===== src/rtl/prng_pkg.sv =====
// Shared types and constants for the PRNG arbiter slice.
package prng_pkg;

  typedef enum logic [1:0] {
    ARB     = 2'd0,
    SHIFT   = 2'd1,
    DELIVER = 2'd2
  } state_t;

  // Default feedback masks and seeds for common LFSR widths.
  localparam logic [3:0]  TAPS4  = 4'h9;
  localparam logic [3:0]  SEED4  = 4'hF;
  localparam logic [7:0]  TAPS8  = 8'hB8;
  localparam logic [7:0]  SEED8  = 8'hFF;
  localparam logic [15:0] TAPS16 = 16'hD008;
  localparam logic [15:0] SEED16 = 16'hFFFF;

  // First set request bit at or after ptr, wrapping modulo n (n <= 8).
  function automatic logic [2:0] rr_pick(input logic [7:0] req,
                                         input logic [2:0] ptr,
                                         input int unsigned n);
    logic [2:0]  pick;
    logic        found;
    int unsigned idx;
    pick  = ptr;
    found = 1'b0;
    for (int unsigned i = 0; i < 8; i++) begin
      if (!found && i < n) begin
        idx = (ptr + i) % n;
        if (req[idx]) begin
          pick  = 3'(idx);
          found = 1'b1;
        end
      end
    end
    return pick;
  endfunction

endpackage


===== src/rtl/prng_arbiter_if.sv =====
// Requester-side bus of the PRNG arbiter.
// Optional statistics outputs appear when PRNG_STATS_EN is defined.
interface prng_arbiter_if #(
  parameter int unsigned NUM_REQ = 4,
  parameter int unsigned WORD_W  = 8,
  parameter int unsigned LFSR_W  = 16
);
  logic [NUM_REQ-1:0] req;
  logic [NUM_REQ-1:0] ack;
  logic [WORD_W-1:0]  rdata;
  logic               seed_load;
  logic [LFSR_W-1:0]  seed_data;
  logic               busy;
`ifdef PRNG_STATS_EN
  logic [15:0]        word_count;
  logic [7:0]         drop_count;

  modport master (output req, seed_load, seed_data,
                  input  ack, rdata, busy, word_count, drop_count);
  modport slave  (input  req, seed_load, seed_data,
                  output ack, rdata, busy, word_count, drop_count);
`else
  modport master (output req, seed_load, seed_data,
                  input  ack, rdata, busy);
  modport slave  (input  req, seed_load, seed_data,
                  output ack, rdata, busy);
`endif
endinterface


===== src/rtl/lfsr_core.sv =====
// Fibonacci LFSR with load priority and zero-seed substitution.
module lfsr_core
  import prng_pkg::*;
#(
  parameter int unsigned       LFSR_W = 16,
  parameter logic [LFSR_W-1:0] TAPS   = TAPS16,
  parameter logic [LFSR_W-1:0] SEED   = SEED16
) (
  input  logic              clk,
  input  logic              rst_n,
  input  logic              step,
  input  logic              load,
  input  logic [LFSR_W-1:0] load_val,
  output logic [LFSR_W-1:0] state,
  output logic              fb
);
  logic [LFSR_W-1:0] lfsr;

  assign fb    = ^(lfsr & TAPS);
  assign state = lfsr;

  // Load beats step; a zero seed would lock the register, so SEED replaces it.
  always_ff @(posedge clk or negedge rst_n) begin
    if (!rst_n)    lfsr <= SEED;
    else if (load) lfsr <= (load_val == '0) ? SEED : load_val;
    else if (step) lfsr <= {lfsr[LFSR_W-2:0], fb};
  end
endmodule


===== src/rtl/prng_arbiter.sv =====
// Round-robin arbiter sharing one LFSR; each grant receives a WORD_W-bit word.
// Optional word/drop counters when PRNG_STATS_EN is defined.
module prng_arbiter
  import prng_pkg::*;
#(
  parameter int unsigned       NUM_REQ = 4,
  parameter int unsigned       WORD_W  = 8,
  parameter int unsigned       LFSR_W  = 16,
  parameter logic [LFSR_W-1:0] TAPS    = TAPS16,
  parameter logic [LFSR_W-1:0] SEED    = SEED16
) (
  input logic           CLK,
  input logic           BTN_N,
  prng_arbiter_if.slave bus
);
  localparam int unsigned CNT_W    = (WORD_W > 2) ? $clog2(WORD_W) : 1;
  localparam logic [CNT_W-1:0] CNT_LAST = CNT_W'(WORD_W - 1);
  localparam logic [2:0] LAST_REQ = 3'(NUM_REQ - 1);

  state_t             state, state_n;
  logic [2:0]         ptr, owner;
  logic [CNT_W-1:0]   cnt;
  logic [WORD_W-1:0]  data_sr;
  logic [7:0]         req8;
  logic [NUM_REQ-1:0] ack_vec;
  logic               step, done, drop, fb;
  logic [LFSR_W-1:0]  lfsr_q;

  lfsr_core #(.LFSR_W(LFSR_W), .TAPS(TAPS), .SEED(SEED)) u_lfsr (
    .clk      (CLK),
    .rst_n    (BTN_N),
    .step     (step),
    .load     (bus.seed_load),
    .load_val (bus.seed_data),
    .state    (lfsr_q),
    .fb       (fb)
  );

  assign req8 = 8'(bus.req);

  // FSM state register.
  always_ff @(posedge CLK or negedge BTN_N) begin
    if (!BTN_N) state <= ARB;
    else        state <= state_n;
  end

  // Next state and per-cycle controls; a seed load aborts any word in flight.
  always_comb begin
    state_n = state;
    step    = 1'b0;
    done    = 1'b0;
    drop    = 1'b0;
    ack_vec = '0;
    case (state)
      ARB: if (|req8) state_n = SHIFT;
      SHIFT: begin
        if (bus.seed_load) begin
          state_n = ARB;
          drop    = 1'b1;
        end else begin
          step = 1'b1;
          if (cnt == CNT_LAST) state_n = DELIVER;
        end
      end
      DELIVER: begin
        state_n = ARB;
        if (bus.seed_load) begin
          drop = 1'b1;
        end else begin
          done = 1'b1;
          if (req8[owner]) begin
            for (int unsigned i = 0; i < NUM_REQ; i++)
              if (owner == 3'(i)) ack_vec[i] = 1'b1;
          end else begin
            drop = 1'b1;
          end
        end
      end
      default: state_n = ARB;
    endcase
  end

  // Grant capture, word assembly and pointer advance.
  always_ff @(posedge CLK or negedge BTN_N) begin
    if (!BTN_N) begin
      ptr     <= '0;
      owner   <= '0;
      cnt     <= '0;
      data_sr <= '0;
    end else begin
      if (state == ARB && |req8) begin
        owner <= rr_pick(req8, ptr, NUM_REQ);
        cnt   <= '0;
      end
      if (step) begin
        data_sr <= {data_sr[WORD_W-2:0], fb};
        cnt     <= cnt + 1'b1;
      end
      if (done) ptr <= (owner == LAST_REQ) ? 3'd0 : owner + 3'd1;
    end
  end

  assign bus.ack   = ack_vec;
  assign bus.rdata = (|ack_vec) ? data_sr : '0;
  assign bus.busy  = (state != ARB);

  // The LFSR must never lock up at zero.
  assert property (@(posedge CLK) disable iff (!BTN_N) lfsr_q != '0);

`ifdef PRNG_STATS_EN
  // Saturating delivered/dropped word counters, cleared only by reset.
  always_ff @(posedge CLK or negedge BTN_N) begin
    if (!BTN_N) begin
      bus.word_count <= '0;
      bus.drop_count <= '0;
    end else begin
      if (|ack_vec && bus.word_count != 16'hFFFF) bus.word_count <= bus.word_count + 16'd1;
      if (drop && bus.drop_count != 8'hFF)        bus.drop_count <= bus.drop_count + 8'd1;
    end
  end
`endif
endmodule


===== src/flat_wrapper.sv =====
// flat-port wrapper written by rule: the top's interface ports become plain ports
module prng_arbiter_flat import prng_pkg::*;
#(
  parameter int unsigned       NUM_REQ = 4,
  parameter int unsigned       WORD_W  = 8,
  parameter int unsigned       LFSR_W  = 16,
  parameter logic [LFSR_W-1:0] TAPS    = TAPS16,
  parameter logic [LFSR_W-1:0] SEED    = SEED16
)
  (CLK, BTN_N, bus_req, bus_seed_load, bus_seed_data, bus_ack, bus_rdata, bus_busy);
  prng_arbiter_if #(.NUM_REQ(NUM_REQ), .WORD_W(WORD_W), .LFSR_W(LFSR_W)) bus_i ();
  input logic CLK;
  input logic BTN_N;
  input wire logic [$bits(bus_i.req)-1:0] bus_req;
  input wire logic [$bits(bus_i.seed_load)-1:0] bus_seed_load;
  input wire logic [$bits(bus_i.seed_data)-1:0] bus_seed_data;
  output wire logic [$bits(bus_i.ack)-1:0] bus_ack;
  output wire logic [$bits(bus_i.rdata)-1:0] bus_rdata;
  output wire logic [$bits(bus_i.busy)-1:0] bus_busy;
  assign bus_i.req = bus_req;
  assign bus_i.seed_load = bus_seed_load;
  assign bus_i.seed_data = bus_seed_data;
  assign bus_ack = bus_i.ack;
  assign bus_rdata = bus_i.rdata;
  assign bus_busy = bus_i.busy;
  prng_arbiter #(.NUM_REQ(NUM_REQ), .WORD_W(WORD_W), .LFSR_W(LFSR_W), .TAPS(TAPS), .SEED(SEED)) u_core (.CLK(CLK), .BTN_N(BTN_N), .bus(bus_i));
endmodule

===== config.mk =====
export PLATFORM = sky130hd
export DESIGN_NAME = prng_arbiter_flat
export DESIGN_NICKNAME = d
export VERILOG_FILES = /design/src/rtl/prng_pkg.sv /design/src/rtl/prng_arbiter_if.sv /design/src/rtl/lfsr_core.sv /design/src/rtl/prng_arbiter.sv /design/src/flat_wrapper.sv
export SDC_FILE = /design/constraint.sdc
export NUM_CORES = 1
export LEC_CHECK = 0
export ABC_AREA = 1
export BUFFER_PORTS_ARGS = -buffer_cell sky130_fd_sc_hd__buf_2
export CORE_ASPECT_RATIO = 1.5
export CORE_MARGIN = 4
export CORE_UTILIZATION = 35
export CTS_CLUSTER_DIAMETER = 30
export DETAILED_ROUTE_END_ITERATION = 16
export PLACE_DENSITY_LB_ADDON = 0.08
export SYNTH_ARGS = -nofsm -noshare
export SYNTH_HDL_FRONTEND = slang
export SYNTH_HIERARCHICAL = 1
export SYNTH_SLANG_ARGS = --single-unit

===== constraint.sdc =====
create_clock -name CLK -period 3.3 [get_ports CLK]
set_input_delay 0.495 -clock CLK [delete_from_list [all_inputs] [get_ports CLK]]
set_output_delay 0.495 -clock CLK [all_outputs]
set_load 0.005 [all_outputs]

## Word-level counts from Yosys, hierarchy flattened

Index checks and enable logic that the tools add are counted.

| storage, ports and cells | value |
|---|---|
| register bits | 35 |
| bits of input ports | 23 |
| logic and storage cells | 81 |

| operators by class | value |
|---|---|
| add/subtract/negate cells | 5 |
| magnitude comparators | 5 |
| equality and inequality tests | 8 |
| multiplexer cells | 46 |
| reduce and logical (&&, ||, !) cells | 11 |

Operators by type and width:

| operator | count |
|---|---|
| 16-bit 2-to-1 mux | 3 |
| 3-bit 2-to-1 mux | 10 |
| 1-bit 2-to-1 mux | 20 |
| 16-bit zero test | 1 |
| 2-bit by 4-bit less-than comparator with 1-bit output, second input constant | 4 |
| 16-bit parity | 1 |
| 4-bit 2-to-1 mux | 3 |
| 1-bit binary-select mux with 2-bit select | 4 |
| 8-bit 2-to-1 mux | 1 |
| 4-bit OR reduction | 2 |
| 3-bit by 1-bit adder with 3-bit output, second input constant | 2 |
| 3-bit by 2-bit == test with 1-bit output, second input constant | 2 |
| 2-bit 2-to-1 mux | 3 |
| 2-bit nonzero test | 3 |
| 2-bit adder, second input constant | 2 |
| 3-bit by 4-bit less-than comparator with 1-bit output, second input constant | 1 |
| 2-bit one-hot mux with 2 select lines | 1 |
| 1-bit binary-select mux with 3-bit select | 1 |
| 3-bit by 1-bit == test with 1-bit output, second input constant | 1 |
| 3-bit == test, second input constant | 1 |
| 3-bit zero test | 1 |
| 3-bit by 2-bit != test with 1-bit output, second input constant | 1 |
| 2-bit by 1-bit adder with 2-bit output, second input constant | 1 |
| 2-bit by 1-bit == test with 1-bit output, second input constant | 1 |
| 5 further kinds | 5 |

## Longest topological paths before layout

| logic depth | value |
|---|---|
| depth after elaboration | 9 |
| gate-level depth with buffers | 12 |
| gate-level depth less buffers | 11 |

## By module

Netlist, hierarchy kept.

By module, submodules not included:

| module | times used | cells each | area an instance (µm²) |
|---|---|---|---|
| prng_arbiter | 1 | 160 | 1,131.1 |
| lfsr_core | 1 | 151 | 1,003.5 |

## Least setup slack after synthesis

Ideal clock, no wire load.

| path | value |
|---|---|
| path kind | reg-to-output |
| start point | register u_core.owner[0] |
| end point | output bus_rdata[0] |
| data arrival time | 1.152 ns |
| data required time | 2.805 ns |
| path slack | 1.653 ns |
| stages on the path, launching flop included | 10 |
| buffers on the path | 0 |
| cell sequence | dfrtp_1 inv_2 nand2_1 nand3_1 nand3_2 nor2_2 nand2_2 o21ai_2 nor2_4 nor2_1 |

| on the way | value |
|---|---|
| longest elaborated chain between the ends | 7 |
| elaborated cells on any way between the ends | 15 |
| those cells by class | eq/ne (3); mux (10); reduce/logical (2) |

Ends and longest elaborated chain:

| element | RTL line | RTL |
|---|---|---|
| start, declared | prng_arbiter.sv:21 | `logic [2:0] ptr, owner;` |
| start signal, assigned | prng_arbiter.sv:92 | `owner <= rr_pick(req8, ptr, NUM_REQ);` |
| 1-bit binary-select mux with 3-bit select (tied with other cells) | prng_arbiter.sv:71 | `if (req8[owner]) begin` |
| 1-bit 2-to-1 mux (on tied branches) | prng_arbiter.sv:71, prng_arbiter.sv:73 |  |
| 4-bit 2-to-1 mux (*) | prng_arbiter.sv:71 |  |
| 4-bit 2-to-1 mux (*) | prng_arbiter.sv:67 | `if (bus.seed_load) begin` |
| 4-bit 2-to-1 mux (*) | prng_arbiter.sv:54 | `case (state)` |
| 4-bit OR reduction (*) | prng_arbiter.sv:104 | `assign bus.rdata = (\|ack_vec) ? data_sr : '0;` |
| 8-bit 2-to-1 mux (*) | prng_arbiter.sv:104 |  |
| end, declared | flat_wrapper.sv:18 | `output wire logic [$bits(bus_i.rdata)-1:0] bus_rdata;` |

Every way passes the cells marked *; elsewhere a longest branch is shown, timed or not. The select of a mux whose other input is x is not followed.

## Worst setup path after layout

Same ends and word-level chain as after synthesis.

==> results.md <==
* Levels on crit path at 10
* ANT nets after route at 0
* Largest net degree at the start of global routing at 37
* Worst setup margin at ~1.1 ns
* Setup TNS at 0 ns
* Max_cap viols at 0
* Clk buf depth at 2
* Area leader, netlist: dfrtp_1
* Clock-pin transition on the worst setup and hold timing paths at ~0.07 ns
* Post-synthesis cell type count at 25
* CP max FO at 8
* DIE WIDTH at 71.77 microns
* CP startpoint: u_core/owner[0]$_DFFE_PN0P_
* TritonCTS Sinks at 34
* Slew Limit Fails at 0
* Layout Utilization at 41.33%
* Worst reg2reg endpoint: u_core/u_lfsr/state[3]$_DFFE_PN1P_
* Max VDD drop at roughly 0.00022 V
* Setup bufs post-CTS at 0
* RePlAce Congestion at slightly above 0.8
* Drt pass-1 iters at 4
* Fillers at 656
* Vias in the first global route at roughly 1900
* Total power at 1.404 mW
* Final Critical Period at 2.188 ns
* Number of cells on the worst reg-to-reg path at 5
* CP endpoint kind: primary output
* Antenna violations before repair at 0
* Internal reg-to-reg setup slack at roughly 1.8 ns
* Slowest cell on crit path: dfrtp_1
* IO buf count at 35
* Post-Syn Area at roughly 0.0021 sq mm
* Post-placement setup slack at roughly 1.3 ns
* Vias per inst at between 4 and 5
* Initial Util at between 30% and 40%
* CP Cell Sequence: inv_2, nand2_1, nand3_1, nand3_2, nor2_2, nand2_2, o21ai_2, nor2_4, nor2_1, buf_2
* DP HPWL at roughly 3.7 mm
* Cell count after synthesis at roughly 310
* Worst hold path class: in -> async
* Placed cell areas at 0.002346 sq mm
* Slew @ Worst Pin at 0.7753 ns
* Grt ovf at 0
* Final WL at 4.939 mm
* Initial DRC Count at roughly 70
* Max stage delay on crit path at between 0.4 and 0.5 ns
* Total die area at approximately 0.0074 sq mm
* Ratio of cells with drive above 1 in the final layout at a little over a fifth
* CTS buffer count at 5
* Hold-fix buffers, CTS at 0
* Pwr Density at between 500 and 600 mW/mm^2
* Final setup violation count at 0
* Post-synth ARST share at 100.0%
* Post-route design area at roughly 0.0024 sq mm
* Family with the most delay on the worst path: simple AND/OR/NAND/NOR gates
* Post-synth top area share at 21.10%
* ANT cells at 0
* Vert. Die Dim at 103.6 microns
* Post-CTS Resized at 0
* Status: finished clean
* Most frequent cell after synthesis: nand2_1
* # IOs at 36
* Worst r2r src: u_core/state[1]$_DFFE_PN0P_
* Syn nets at 340
* Area Growth Syn to Fin at 13.66%
* CP endpoint: bus_rdata[0]
* Final Hold Fails at 0
* Post-synth EDFFs at 0
* Largest cells by area after synthesis: dfrtp_1 21%, dfstp_2 20%, nand2_1 19%
* CTS tree: done
* Overall Global Routing Usage at 14.09%
* Most common flop cell mapped by yosys: dfrtp_1
* Worst Skew at between 0.002 and 0.0025 ns
* Slew Limit Headroom at 48.32%
* Wire length of the first global-routing pass at 8.535 mm
* Depth of the CTS H-tree at 2
* Syn Area/Cell at slightly below 7 sq um
* Final net count at approximately 370
* RSZ-0062 raised after global routing: no
* Crit path DAT at ~1.7 ns
* Syn. warnings at 6
* Sequential area share after synthesis at roughly two fifths
* Crit start category: register
* Critical path type: reg -> out
* P_leak at 1.317 nW
* Fmax achieved at ~460 MHz
* Yosys reg bits at 34
* Routed vias at about 2000
* Core footprint at slightly below 0.006 sq mm
* Root Buffer: clkbuf_8
* WP buf/inv at 2
* Residual DRC at 0
* Worst-Skew Late Latency at 0.28 ns
* WL per Instance at approximately 12 microns
* WP data required at between 2 and 3 ns
* Part of the cycle the worst path needs at approximately 66%
* Synth cell count leaders: 109 x nand2_1, 41 x inv_1, 39 x nand3_1, 32 x nor2_1, 18 x dfrtp_1
* # rows at 34
stage by stage:
step	std cells	hold WS [ns]
global route	417	0.3454
global placement	409	0.4627
detailed placement	409	0.4661
floorplan	311	0.1994
finish	417	0.2879
CTS	417	0.3201
logic make-up (layout without fill, tap and decap cells):
logic type	Yosys count	count (layout)	synth area share (%)
adders and majority gates	6	6	3.517
AOI/OAI and AO/OA	24	24	6.331
and+or+nand+nor	192	192	38.22
buffers and inverters	55	89	11.14
DFF	34	34	40.80
state kept, by name, summed over array words and instances (netlist names):
| register | count |
|---|---|
| u_core/state | 2 |
| u_core/data_sr | 8 |
| u_core/owner | 3 |
| u_core/cnt | 3 |
| u_core/ptr | 2 |
| u_core/u_lfsr/state | 16 |
layer usage:
layer  global-route usage [%]  up-vias  part of all wire (%)
met3                    2.810        5                   4.1
met2                    25.86       38                    53
met4                    4.435        0                   1.4
met1                    15.82      913                    41
met5                        0        -                     0
li1                         -     1020                     -
area by class of cell:
cell class	instances	area (sq um)	area share (%)
inverter	45	171.4	7.065
timing repair buffer	36	182.7	7.530
clock buffer	8	80.08	3.301
tap	72	90.09	3.713
sequential	34	870.8	35.89
multi-input combinational	222	1031	42.50
where the power goes:
| part | switching (mW) | total, mW | leakage (nW) | internal (mW) |
|---|---|---|---|---|
| Combinational | 0.306 | 0.463 | 0.879 | 0.157 |
| Sequential | 0.0819 | 0.645 | 0.398 | 0.564 |
| Clock | 0.146 | 0.296 | 0.0395 | 0.150 |
| Total | 0.534 | 1.40 | 1.32 | 0.870 |
worst register-to-register path, cell delays in order, from the launching register on:
cell and delay [ns]:
dfrtp_1 0.40, nor3_2 0.25, buf_4 0.37, o21ai_0 0.15, a21oi_1 0.14, a21oi_1 0.06
how the worst min path moves through the flow:
stage / cells after the start / startpoint / slack [ns] / endpoint
6_report: 1 / BTN_N / 0.29 / u_core/data_sr[5]$_DFFE_PN0P_
5_1_grt: 1 / BTN_N / 0.35 / u_core/data_sr[5]$_DFFE_PN0P_
4_1_cts: 1 / BTN_N / 0.32 / u_core/data_sr[5]$_DFFE_PN0P_
3_5_place_dp: 2 / u_core/u_lfsr/state[0]$_DFFE_PN1P_ / 0.47 / u_core/u_lfsr/state[0]$_DFFE_PN1P_
3_3_place_gp: 2 / u_core/u_lfsr/state[0]$_DFFE_PN1P_ / 0.46 / u_core/u_lfsr/state[0]$_DFFE_PN1P_
2_1_floorplan: 0 / BTN_N / 0.20 / u_core/cnt[0]$_DFFE_PN0P_
layout by cell type, fill, tap and decap left out, types with 2 or more instances in the layout:
master | synthesis | layout
nand3_1 | 39 | 39
inv_1 | 41 | 41
a22oi_1 | 3 | 3
dfrtp_1 | 18 | 18
dfstp_2 | 16 | 16
inv_2 | 2 | 2
nand2_2 | 2 | 2
buf_2 | 5 | 35
nand2_1 | 109 | 109
nor2_4 | 2 | 2
a21oi_1 | 5 | 5
nor2_2 | 4 | 4
nand3_2 | 2 | 2
clkbuf_8 | 0 | 5
clkbuf_1 | 1 | 3
nor2_1 | 32 | 32
ha_1 | 6 | 6
o21ai_0 | 14 | 14
(Power assumes the default switching activity.)
